`config.mk`:
```
export PLATFORM = sky130hd
export DESIGN_NAME = memory_bus_arbiter_flat
export DESIGN_NICKNAME = d
export VERILOG_FILES = /design/src/rtl/memory_bus_arbiter_if.sv /design/src/rtl/memory_bus_arbiter.sv /design/src/flat_wrapper.sv
export SDC_FILE = /design/constraint.sdc
export NUM_CORES = 1
export LEC_CHECK = 0
export ABC_AREA = 1
export BUFFER_PORTS_ARGS = -buffer_cell sky130_fd_sc_hd__buf_2
export CORE_MARGIN = 2
export CORE_UTILIZATION = 49
export CTS_CLUSTER_DIAMETER = 120
export CTS_CLUSTER_SIZE = 10
export DETAILED_ROUTE_END_ITERATION = 16
export GPL_ROUTABILITY_DRIVEN = 0
export HOLD_SLACK_MARGIN = 0.05
export PLACE_DENSITY_LB_ADDON = 0.2
export SLEW_MARGIN = 20
export SYNTH_ARGS = -nofsm -noshare
export SYNTH_HDL_FRONTEND = slang
export SYNTH_SLANG_ARGS = --single-unit
export TNS_END_PERCENT = 30
```
`constraint.sdc`:
```
create_clock -name clk -period 1.6 [get_ports clk]
set_input_delay 0.08 -clock clk [delete_from_list [all_inputs] [get_ports clk]]
set_output_delay 0.08 -clock clk [all_outputs]
set_load 0.01 [all_outputs]
```
`src/rtl/memory_bus_arbiter_if.sv`:
```
// Signal bundle between the two requesters, the arbiter and memory_bus.
// slave is the arbiter side, master is the requester/memory side.
interface memory_bus_arbiter_if;
    logic        m0_req;
    logic [23:0] m0_address;
    logic [7:0]  m0_data_in;
    logic        m0_write_enable;
    logic        m0_ack;
    logic [7:0]  m0_data_out;
    logic        m0_error;

    logic        m1_req;
    logic [23:0] m1_address;
    logic [7:0]  m1_data_in;
    logic        m1_write_enable;
    logic        m1_ack;
    logic [7:0]  m1_data_out;
    logic        m1_error;

    logic [23:0] bus_address;
    logic [7:0]  bus_data_in;
    logic [7:0]  bus_data_out;
    logic        bus_enable;
    logic        bus_write_enable;
    logic        bus_halt;
    logic        busy;

    modport slave (
        input  m0_req, m0_address, m0_data_in, m0_write_enable,
        output m0_ack, m0_data_out, m0_error,
        input  m1_req, m1_address, m1_data_in, m1_write_enable,
        output m1_ack, m1_data_out, m1_error,
        output bus_address, bus_data_in, bus_enable, bus_write_enable,
        input  bus_data_out, bus_halt,
        output busy
    );

    modport master (
        output m0_req, m0_address, m0_data_in, m0_write_enable,
        input  m0_ack, m0_data_out, m0_error,
        output m1_req, m1_address, m1_data_in, m1_write_enable,
        input  m1_ack, m1_data_out, m1_error,
        input  bus_address, bus_data_in, bus_enable, bus_write_enable,
        output bus_data_out, bus_halt,
        input  busy
    );
endinterface

```
`src/rtl/memory_bus_arbiter.sv`:
```
// Round-robin arbiter sharing memory_bus between CPU (m0) and DMA (m1).
// One transaction per grant; a halt timeout frees the bus from a hung SD card.
module memory_bus_arbiter #(
    parameter int unsigned ACCESS_CYCLES  = 2,
    parameter int unsigned TIMEOUT_CYCLES = 4096
) (
    input logic                 clk,
    input logic                 reset,
    memory_bus_arbiter_if.slave bif
);
    localparam int unsigned HW =
        (TIMEOUT_CYCLES > 1) ? $clog2(TIMEOUT_CYCLES) : 1;
    localparam logic [3:0]    ACC_LAST   = 4'(ACCESS_CYCLES - 1);
    localparam logic [HW-1:0] HALT_LAST  = HW'(TIMEOUT_CYCLES - 1);
    localparam logic [HW-1:0] HALT_MAX   = '1;
    localparam bit            TIMEOUT_ON = (TIMEOUT_CYCLES != 0);

    typedef enum logic [1:0] {
        IDLE,
        ACCESS,
        DONE
    } state_t;

    state_t        state;
    state_t        state_next;
    logic          owner;
    logic          last_grant;
    logic          we_q;
    logic [23:0]   addr_q;
    logic [7:0]    din_q;
    logic [3:0]    access_cnt;
    logic [HW-1:0] halt_cnt;
    logic [7:0]    q0;
    logic [7:0]    q1;
    logic          e0;
    logic          e1;

    logic          any_req;
    logic          grant_sel;
    logic          finish;
    logic          expire;

    // Arbitration choice and end-of-access conditions.
    always_comb begin
        any_req   = bif.m0_req | bif.m1_req;
        grant_sel = (bif.m0_req & bif.m1_req) ? ~last_grant : bif.m1_req;
        finish    = (state == ACCESS) && !bif.bus_halt
                    && (access_cnt == ACC_LAST);
        expire    = TIMEOUT_ON && (state == ACCESS) && bif.bus_halt
                    && (halt_cnt == HALT_LAST);
    end

    // State register.
    always_ff @(posedge clk or negedge reset) begin
        if (!reset) state <= IDLE;
        else        state <= state_next;
    end

    // Next-state decode.
    always_comb begin
        state_next = state;
        unique case (state)
            IDLE:    if (any_req) state_next = ACCESS;
            ACCESS:  if (finish || expire) state_next = DONE;
            DONE:    state_next = IDLE;
            default: state_next = IDLE;
        endcase
    end

    // Grant latch: owner, bus fields and round-robin pointer.
    always_ff @(posedge clk or negedge reset) begin
        if (!reset) begin
            owner      <= 1'b0;
            last_grant <= 1'b1;
            we_q       <= 1'b0;
            addr_q     <= '0;
            din_q      <= '0;
        end else if (state == IDLE && any_req) begin
            owner      <= grant_sel;
            last_grant <= grant_sel;
            if (grant_sel) begin
                we_q   <= bif.m1_write_enable;
                addr_q <= bif.m1_address;
                din_q  <= bif.m1_data_in;
            end else begin
                we_q   <= bif.m0_write_enable;
                addr_q <= bif.m0_address;
                din_q  <= bif.m0_data_in;
            end
        end
    end

    // Access and halt counters; halt count saturates instead of wrapping.
    always_ff @(posedge clk or negedge reset) begin
        if (!reset) begin
            access_cnt <= '0;
            halt_cnt   <= '0;
        end else if (state == IDLE) begin
            access_cnt <= '0;
            halt_cnt   <= '0;
        end else if (state == ACCESS) begin
            if (bif.bus_halt) begin
                if (halt_cnt != HALT_MAX) halt_cnt <= halt_cnt + 1'b1;
            end else begin
                halt_cnt   <= '0;
                access_cnt <= access_cnt + 1'b1;
            end
        end
    end

    // Per-master result registers; only the owner's copy changes.
    always_ff @(posedge clk or negedge reset) begin
        if (!reset) begin
            q0 <= 8'h00;
            q1 <= 8'h00;
            e0 <= 1'b0;
            e1 <= 1'b0;
        end else if (expire) begin
            if (owner) begin
                q1 <= 8'hFF;
                e1 <= 1'b1;
            end else begin
                q0 <= 8'hFF;
                e0 <= 1'b1;
            end
        end else if (finish) begin
            if (owner) begin
                if (!we_q) q1 <= bif.bus_data_out;
                e1 <= 1'b0;
            end else begin
                if (!we_q) q0 <= bif.bus_data_out;
                e0 <= 1'b0;
            end
        end
    end

    // Bus strobes decode straight from state so reset drops them at once.
    assign bif.bus_enable       = (state == ACCESS);
    assign bif.bus_write_enable = (state == ACCESS) && we_q;
    assign bif.bus_address      = addr_q;
    assign bif.bus_data_in      = din_q;
    assign bif.busy             = (state != IDLE);

    assign bif.m0_ack      = (state == DONE) && !owner;
    assign bif.m1_ack      = (state == DONE) && owner;
    assign bif.m0_data_out = q0;
    assign bif.m1_data_out = q1;
    assign bif.m0_error    = e0;
    assign bif.m1_error    = e1;
endmodule

```
`src/flat_wrapper.sv`:
```
// flat-port wrapper written by rule: the top's interface ports become plain ports
module memory_bus_arbiter_flat 
#(
    parameter int unsigned ACCESS_CYCLES  = 2,
    parameter int unsigned TIMEOUT_CYCLES = 4096
)
  (clk, reset, bif_m0_req, bif_m0_address, bif_m0_data_in, bif_m0_write_enable, bif_m0_ack, bif_m0_data_out, bif_m0_error, bif_m1_req, bif_m1_address, bif_m1_data_in, bif_m1_write_enable, bif_m1_ack, bif_m1_data_out, bif_m1_error, bif_bus_address, bif_bus_data_in, bif_bus_enable, bif_bus_write_enable, bif_bus_data_out, bif_bus_halt, bif_busy);
  memory_bus_arbiter_if bif_i ();
  input logic clk;
  input logic reset;
  input wire logic [$bits(bif_i.m0_req)-1:0] bif_m0_req;
  input wire logic [$bits(bif_i.m0_address)-1:0] bif_m0_address;
  input wire logic [$bits(bif_i.m0_data_in)-1:0] bif_m0_data_in;
  input wire logic [$bits(bif_i.m0_write_enable)-1:0] bif_m0_write_enable;
  output wire logic [$bits(bif_i.m0_ack)-1:0] bif_m0_ack;
  output wire logic [$bits(bif_i.m0_data_out)-1:0] bif_m0_data_out;
  output wire logic [$bits(bif_i.m0_error)-1:0] bif_m0_error;
  input wire logic [$bits(bif_i.m1_req)-1:0] bif_m1_req;
  input wire logic [$bits(bif_i.m1_address)-1:0] bif_m1_address;
  input wire logic [$bits(bif_i.m1_data_in)-1:0] bif_m1_data_in;
  input wire logic [$bits(bif_i.m1_write_enable)-1:0] bif_m1_write_enable;
  output wire logic [$bits(bif_i.m1_ack)-1:0] bif_m1_ack;
  output wire logic [$bits(bif_i.m1_data_out)-1:0] bif_m1_data_out;
  output wire logic [$bits(bif_i.m1_error)-1:0] bif_m1_error;
  output wire logic [$bits(bif_i.bus_address)-1:0] bif_bus_address;
  output wire logic [$bits(bif_i.bus_data_in)-1:0] bif_bus_data_in;
  output wire logic [$bits(bif_i.bus_enable)-1:0] bif_bus_enable;
  output wire logic [$bits(bif_i.bus_write_enable)-1:0] bif_bus_write_enable;
  input wire logic [$bits(bif_i.bus_data_out)-1:0] bif_bus_data_out;
  input wire logic [$bits(bif_i.bus_halt)-1:0] bif_bus_halt;
  output wire logic [$bits(bif_i.busy)-1:0] bif_busy;
  assign bif_i.m0_req = bif_m0_req;
  assign bif_i.m0_address = bif_m0_address;
  assign bif_i.m0_data_in = bif_m0_data_in;
  assign bif_i.m0_write_enable = bif_m0_write_enable;
  assign bif_m0_ack = bif_i.m0_ack;
  assign bif_m0_data_out = bif_i.m0_data_out;
  assign bif_m0_error = bif_i.m0_error;
  assign bif_i.m1_req = bif_m1_req;
  assign bif_i.m1_address = bif_m1_address;
  assign bif_i.m1_data_in = bif_m1_data_in;
  assign bif_i.m1_write_enable = bif_m1_write_enable;
  assign bif_m1_ack = bif_i.m1_ack;
  assign bif_m1_data_out = bif_i.m1_data_out;
  assign bif_m1_error = bif_i.m1_error;
  assign bif_bus_address = bif_i.bus_address;
  assign bif_bus_data_in = bif_i.bus_data_in;
  assign bif_bus_enable = bif_i.bus_enable;
  assign bif_bus_write_enable = bif_i.bus_write_enable;
  assign bif_i.bus_data_out = bif_bus_data_out;
  assign bif_i.bus_halt = bif_bus_halt;
  assign bif_busy = bif_i.busy;
  memory_bus_arbiter #(.ACCESS_CYCLES(ACCESS_CYCLES), .TIMEOUT_CYCLES(TIMEOUT_CYCLES)) u_core (.clk(clk), .reset(reset), .bif(bif_i));
endmodule
```
Yosys cells after proc, flatten, opt, wreduce, memory -nomap -nowiden
Cells that the tools add are included.
{"block": "totals", "register_bits": 71, "inputBits": 79, "out_inout_bits": 55, "elab_cells": 81}
{"block": "classes", "addsub": 2, "eq_ne": 10, "mux": 31, "bitwise_logic": 4, "n_reduce_logical": 22}
{"cell": "8-bit two-way mux", "n": 10}
{"cell": "12-bit two-way mux", "n": 4}
{"cell": "24-bit two-way mux", "n": 1}
{"cell": "12-bit by 1-bit adder with 12-bit output (second input constant)", "n": 1}
{"cell": "12-bit equality test (second input constant)", "n": 1}
{"cell": "4-bit two-way mux", "n": 3}
{"cell": "12-bit inequality test (second input constant)", "n": 1}
{"cell": "1-bit two-way mux", "n": 10}
{"cell": "2-bit AND reduction", "n": 5}
{"cell": "1-bit logical AND", "n": 8}
{"cell": "2-bit by 1-bit inequality test with 1-bit output (second input constant)", "n": 3}
{"cell": "3-bit AND reduction", "n": 2}
{"cell": "2-bit nonzero test", "n": 3}
{"cell": "4-bit by 1-bit adder with 4-bit output (second input constant)", "n": 1}
{"cell": "4-bit by 1-bit equality test with 1-bit output (second input constant)", "n": 1}
{"cell": "2-bit two-way mux", "n": 2}
{"cell": "2-bit case mux with 2 select lines", "n": 1}
{"cell": "3-bit by 1-bit inequality test with 1-bit output (second input constant)", "n": 1}
{"cell": "2-bit by 1-bit equality test with 1-bit output (second input constant)", "n": 1}
{"cell": "2-bit equality test (second input constant)", "n": 1}
{"cell": "1-bit zero test", "n": 2}
{"cell": "2-bit zero test", "n": 1}
{"cell": "2-bit inequality test (second input constant)", "n": 1}
{"cell": "1-bit inverter", "n": 2}
{"cell": "other kinds (3)", "n": 3}

Logic depth before layout (Yosys ltp)
{"block": "logic_depth", "ltp_word": 6, "ltp_mapped": 10, "depth_no_buf": 10}

Worst setup path before layout
No wires, ideal clock.
{"block": "synth_path", "kind": "register to register", "start": "register u_core.halt_cnt[0]", "end": "register u_core.q0[0] (netlist: u_core.bif.m0_data_out[0])", "setup_ns": 0.118, "arrival_time_ns": 1.305, "t_required_ns": 1.482, "slack_ns": 0.177, "path_stages_with_launch": 9, "path_buffers": 0, "period_less_slack_ns": 1.423, "cell_sequence": "dfrtp_1 -> ha_1 -> nand2_1 -> nor2_2 -> nand4_4 -> nand2_4 -> nand3_4 -> nand2_1 -> nand2_1"}
{"block": "synth_between", "elab_chain_len": 4, "word_cells_on_any_way": 6, "cone_classes": "eq/ne: 2; mux: 1; reduce/logical: 3"}
{"item": "start: declaration", "line_no": "memory_bus_arbiter.sv:32", "rtl": "logic [HW-1:0] halt_cnt;"}
{"item": "start signal: assignment", "line_no": "memory_bus_arbiter.sv:103", "rtl": "if (halt_cnt != HALT_MAX) halt_cnt <= halt_cnt + 1'b1;"}
{"item": "12-bit equality test *", "line_no": "memory_bus_arbiter.sv:50", "rtl": "&& (halt_cnt == HALT_LAST);"}
{"item": "1-bit logical AND *", "line_no": "memory_bus_arbiter.sv:50"}
{"item": "2-bit inequality test (no line) or 2-bit nonzero test (tied branches)"}
{"item": "3-bit AND reduction (no line)"}
{"item": "end signal: assignment", "line_no": "memory_bus_arbiter.sv:131", "rtl": "if (!we_q) q0 <= bif.bus_data_out;"}
{"item": "end: declaration", "line_no": "memory_bus_arbiter.sv:33", "rtl": "logic [7:0] q0;"}
Mark *: on every way between the ends. The rest lies on a longest branch, timed or not.
A chain may end at the register's enable or synchronous reset.

Worst setup path in the final report
{"block": "layout_path", "start": "register u_core.state[1]", "end": "register u_core.q1[4] (netlist: u_core.bif.m1_data_out[4])"}
{"block": "layout_between", "elab_chain_len": 5, "word_cells_on_any_way": 9, "cone_classes": "eq/ne: 2; mux: 1; reduce/logical: 6"}
{"item": "start: declaration", "line_no": "memory_bus_arbiter.sv:24", "rtl": "state_t state;"}
{"item": "start signal: assignment", "line_no": "memory_bus_arbiter.sv:56", "rtl": "else state <= state_next;"}
{"item": "2-bit by 1-bit equality test with 1-bit output *", "line_no": "memory_bus_arbiter.sv:47, memory_bus_arbiter.sv:49"}
{"item": "1-bit logical AND (on tied branches)", "line_no": "memory_bus_arbiter.sv:49, memory_bus_arbiter.sv:47"}
{"item": "1-bit logical AND (on tied branches)", "line_no": "memory_bus_arbiter.sv:50, memory_bus_arbiter.sv:48"}
{"item": "2-bit inequality test (no line) or 2-bit nonzero test (tied branches)"}
{"item": "3-bit AND reduction (no line)"}
{"item": "end signal: assignment", "line_no": "memory_bus_arbiter.sv:128", "rtl": "if (!we_q) q1 <= bif.bus_data_out;"}
{"item": "end: declaration", "line_no": "memory_bus_arbiter.sv:34", "rtl": "logic [7:0] q1;"}
Marks and branches as above.

==> summary.txt <==
Clocking
  • Clk buf depth: 2
  • TritonCTS Buffers: 9
  • Num Clock Sinks: 71
  • Clock Pin Slew Worst Setup and Hold Paths: 0.07 ns
  • CTS root buf: clkbuf_8
  • CTS tree: done
  • Worst-Skew Late Latency: about 0.34 ns
  • Htree depth: 3

Placement
  • Placed cells: ~640
  • Port Buffer Count: about 130
  • Pre-CTS setup slack: -0.00987 ns
  • DP HPWL: roughly 6200 microns
  • Cell Area, Placed: 0.00428 sq mm

Final layout
  • Fraction of layout cells with a size suffix above 1: between 30% and 40%
  • Final net count: 706
  • Fillers: 476
  • Final standard cell area without fillers: approximately 0.0052 sq mm
  • Commonest cells after routing, fill and taps aside: 132 x buf_2, 96 x nand2_1, 70 x dfrtp_1
  • # diodes: 0
  • Footprint of the multi-input gates: ~0.0015 sq mm
  • Most frequent standard cell in the layout excluding fill and tap cells: buf_2
  • Post-Layout Cell Count: ~720
  • Register area: 0.00178 sq mm
  • Area grow syn2layout: 51.3%
  • Fin util: 76.3%

Floorplanning
  • Die Width: 87.6 microns
  • Die height: approximately 90 microns
  • Starting Density: slightly above 50%
  • Row Count: 30
  • Ports: approximately 130
  • Core area: about 0.0068 sq mm
  • DIE AREA: roughly 0.0077 sq mm

Worst setup path
  • CP bufs+invs: 2
  • Worst EP arrival: roughly 1.9 ns
  • Critical-path top delay cell: dfrtp_1
  • Delay-heaviest family, CP: simple AND/OR/NAND/NOR gates
  • Startpoint types: flip-flop
  • Critical path class: flip-flop to flip-flop
  • CP Data Required Time: approximately 1.9 ns
  • Crit Path Max Fanout: 8
  • Endpoint class of the critical path: flip-flop
  • CP max stage delay: about 0.42 ns
  • Cell breakdown of the critical path: inv_2 -> nand2_4 -> nor2_4 -> nand4_4 -> buf_4 -> o21ai_4 -> nand3_1 -> nand2_1

Timing
  • RSZ-0062 raised after global routing: true
  • Fin crit period: roughly 1.6 ns
  • Max Clk Rate: 0.627 GHz
  • Worst-Margin Slew: 0.504 ns
  • Post-Route Skew: between 0.009 and 0.01 ns
  • Count of final setup violators: 0
  • Final Cycle Share: between 90% and 100%
  • Slew headroom: about 66%
  • Post-route worst setup slack: ~0.0061 ns
  • Final Hold Viols: 0
  • Max-slew violations: 0
  • Setup TNS: 0 ns

Yosys
  • Synth unique cells: 34
  • Post-Syn Instances: 417
  • Synthesized net count: around 500
  • Synth Register Bits: just over 70
  • Seq/Total Area, Yosys: approximately half
  • Synth warn: 0
  • Avg Cell Area, Syn: 8.22 sq um
  • Async S/R FF share, synth: 100%
  • Cell Area, Synth: roughly 0.0034 sq mm
  • EDFF count, synth: 0
  • Most used DFF post-synth: dfrtp_1

Global route
  • First-pass GRT wire length: approximately 17000 microns
  • Number of global-route vias before repair: ~3500
  • GRT Total Usage: 27.7%
  • Largest net degree at the start of global routing: 40
  • Initial antenna violation count: 0
  • Total grt overflow: 0

Power and ir drop
  • NetSw: roughly 3.2 mW
  • Pwr dens: 1550 mW/mm^2
  • Reg power frac: a little under two fifths
  • Sw Share: between 30% and 40%
  • Max VDD drop: just over 800 uV
  • Int Pwr: roughly 4.9 mW
  • Combinational share of power: approximately 43%
  • Leak: about 2.7 nW
  • Clk pwr share: roughly a fifth

Route
  • Wire per inst: 15.0 microns
  • Total iterations of the first detailed-routing run: 5
  • Initial drt markers: 281
  • Total Wirelength: about 11000 microns
  • Vias: 3828
  • Vias per cell: 5.29
  • Antenna Violating Nets Remaining: 0
  • # DRC: 0

Run status
  • Outcome: finished clean

Run
  • Max Cap Viol: 0

Min path
  • Worst hold path class: input pin to flip-flop
-- power by group through the flow --
| stage | Combinational, mW | Clock, mW | Sequential [mW] |
|---|---|---|---|
| after CTS | 3.21 | 1.58 | 2.96 |
| after global routing | 3.82 | 1.65 | 3.08 |
| after detailed placement | 3.08 | 0 | 2.96 |
| after floorplan | 1.50 | 0 | 3.24 |
| after global placement | 2.97 | 0 | 2.96 |
| final | 3.45 | 1.57 | 3.02 |
-- per-layer routing --
layer | up-vias | part of all wire [%] | track usage [%]
li1 | 1780 | - | -
met2 | 234 | 47 | 43.3
met5 | - | 0 | 0
met3 | 34 | 9.3 | 7.26
met4 | 0 | 3.0 | 11.5
met1 | 1780 | 41 | 36.9
-- repair_timing --
action	4_1_cts	5_1_grt
pin swaps	2	8
endpoints found under the setup margin	16	32
setup buffers	3	7
hold buffers	55	0
endpoints found under the hold margin	68	0
resized for setup	2	14
-- cell usage after synthesis (4+ instances only) --
library cell / count / area, sq um
nor2_1: 53 / 199
dfrtp_1: 70 / 1750
nor3_1: 6 / 30.0
inv_1: 27 / 101
nand4_1: 10 / 62.6
o21ai_0: 62 / 310
clkbuf_1: 11 / 41.3
nand3_1: 16 / 80.1
a21oi_1: 4 / 20.0
nor2_2: 6 / 37.5
o21ai_1: 12 / 60.1
nand2_1: 104 / 390
-- worst paths after layout --
path | start | end | slack, ns | cells past startpoint
max in group asynchronous | reset | u_core.halt_cnt[1]$_DFFE_PN0P_ | 0.81 | 3
worst min register to register | u_core.bif.m1_data_out[1]$_DFFE_PN0P_ | u_core.bif.m1_data_out[1]$_DFFE_PN0P_ | 0.47 | 2
worst min-delay path | bif_bus_halt | u_core.halt_cnt[6]$_DFFE_PN0P_ | 0.06 | 3
min in group asynchronous | reset | u_core.bif.bus_address[1]$_DFFE_PN0P_ | 0.25 | 2
worst max register to register | u_core.state[1]$_DFFE_PN0P_ | u_core.bif.m1_data_out[4]$_DFFE_PN0P_ | 0.006 | 8
worst max-delay path | u_core.state[1]$_DFFE_PN0P_ | u_core.bif.m1_data_out[4]$_DFFE_PN0P_ | 0.006 | 8
-- worst reg2reg max path: cells and delay by family (launching register included) --
family,cells,cell delay [ns]
AND/OR/NAND/NOR,5,0.70
flip-flops,1,0.42
buffers and inverters,2,0.31
AO/OA/AOI/OAI,1,0.10
-- state kept, by name, summed over array words and instances, names as in the netlist --
register / flops
u_core.we_q: 1
u_core.bif.m0_error: 1
u_core.halt_cnt: 12
u_core.access_cnt: 4
u_core.state: 2
u_core.bif.m1_error: 1
u_core.bif.m1_data_out: 8
u_core.last_grant: 1
u_core.bif.bus_data_in: 8
u_core.bif.bus_address: 24
u_core.owner: 1
u_core.bif.m0_data_out: 8
-- final cells by class --
cell class / instances / share of cell area [%]
Multi-Input combinational cell: 299 / 29.2
Clock buffer: 12 / 2.80
Inverter: 30 / 2.17
Clock inverter: 3 / 1.30
Sequential cell: 71 / 34.3
Tap cell: 96 / 2.32
Timing Repair Buffer: 213 / 27.9
-- stage by stage --
step                      power (mW)  hold slack [ns]
after floorplan                 4.74           -0.216
after global placement          5.94           0.0867
after detailed placement        6.04           0.0934
after CTS                       7.75           0.0521
after global routing            8.55           0.0592
final                           8.03           0.0606
-- kinds of logic (layout without fill, tap and decap cells) --
group,after synthesis,in the layout,share of synthesized area (%)
xor gates and xnor gates,2,2,0.511
and+or+nand+nor,208,208,27.5
adders and majority gates,3,3,1.10
buffers and inverters,47,258,5.81
DFF,71,71,51.9
muxes,1,1,0.292
AOI/OAI and AO/OA,85,85,12.9
Power figures use the tool's default switching activity.
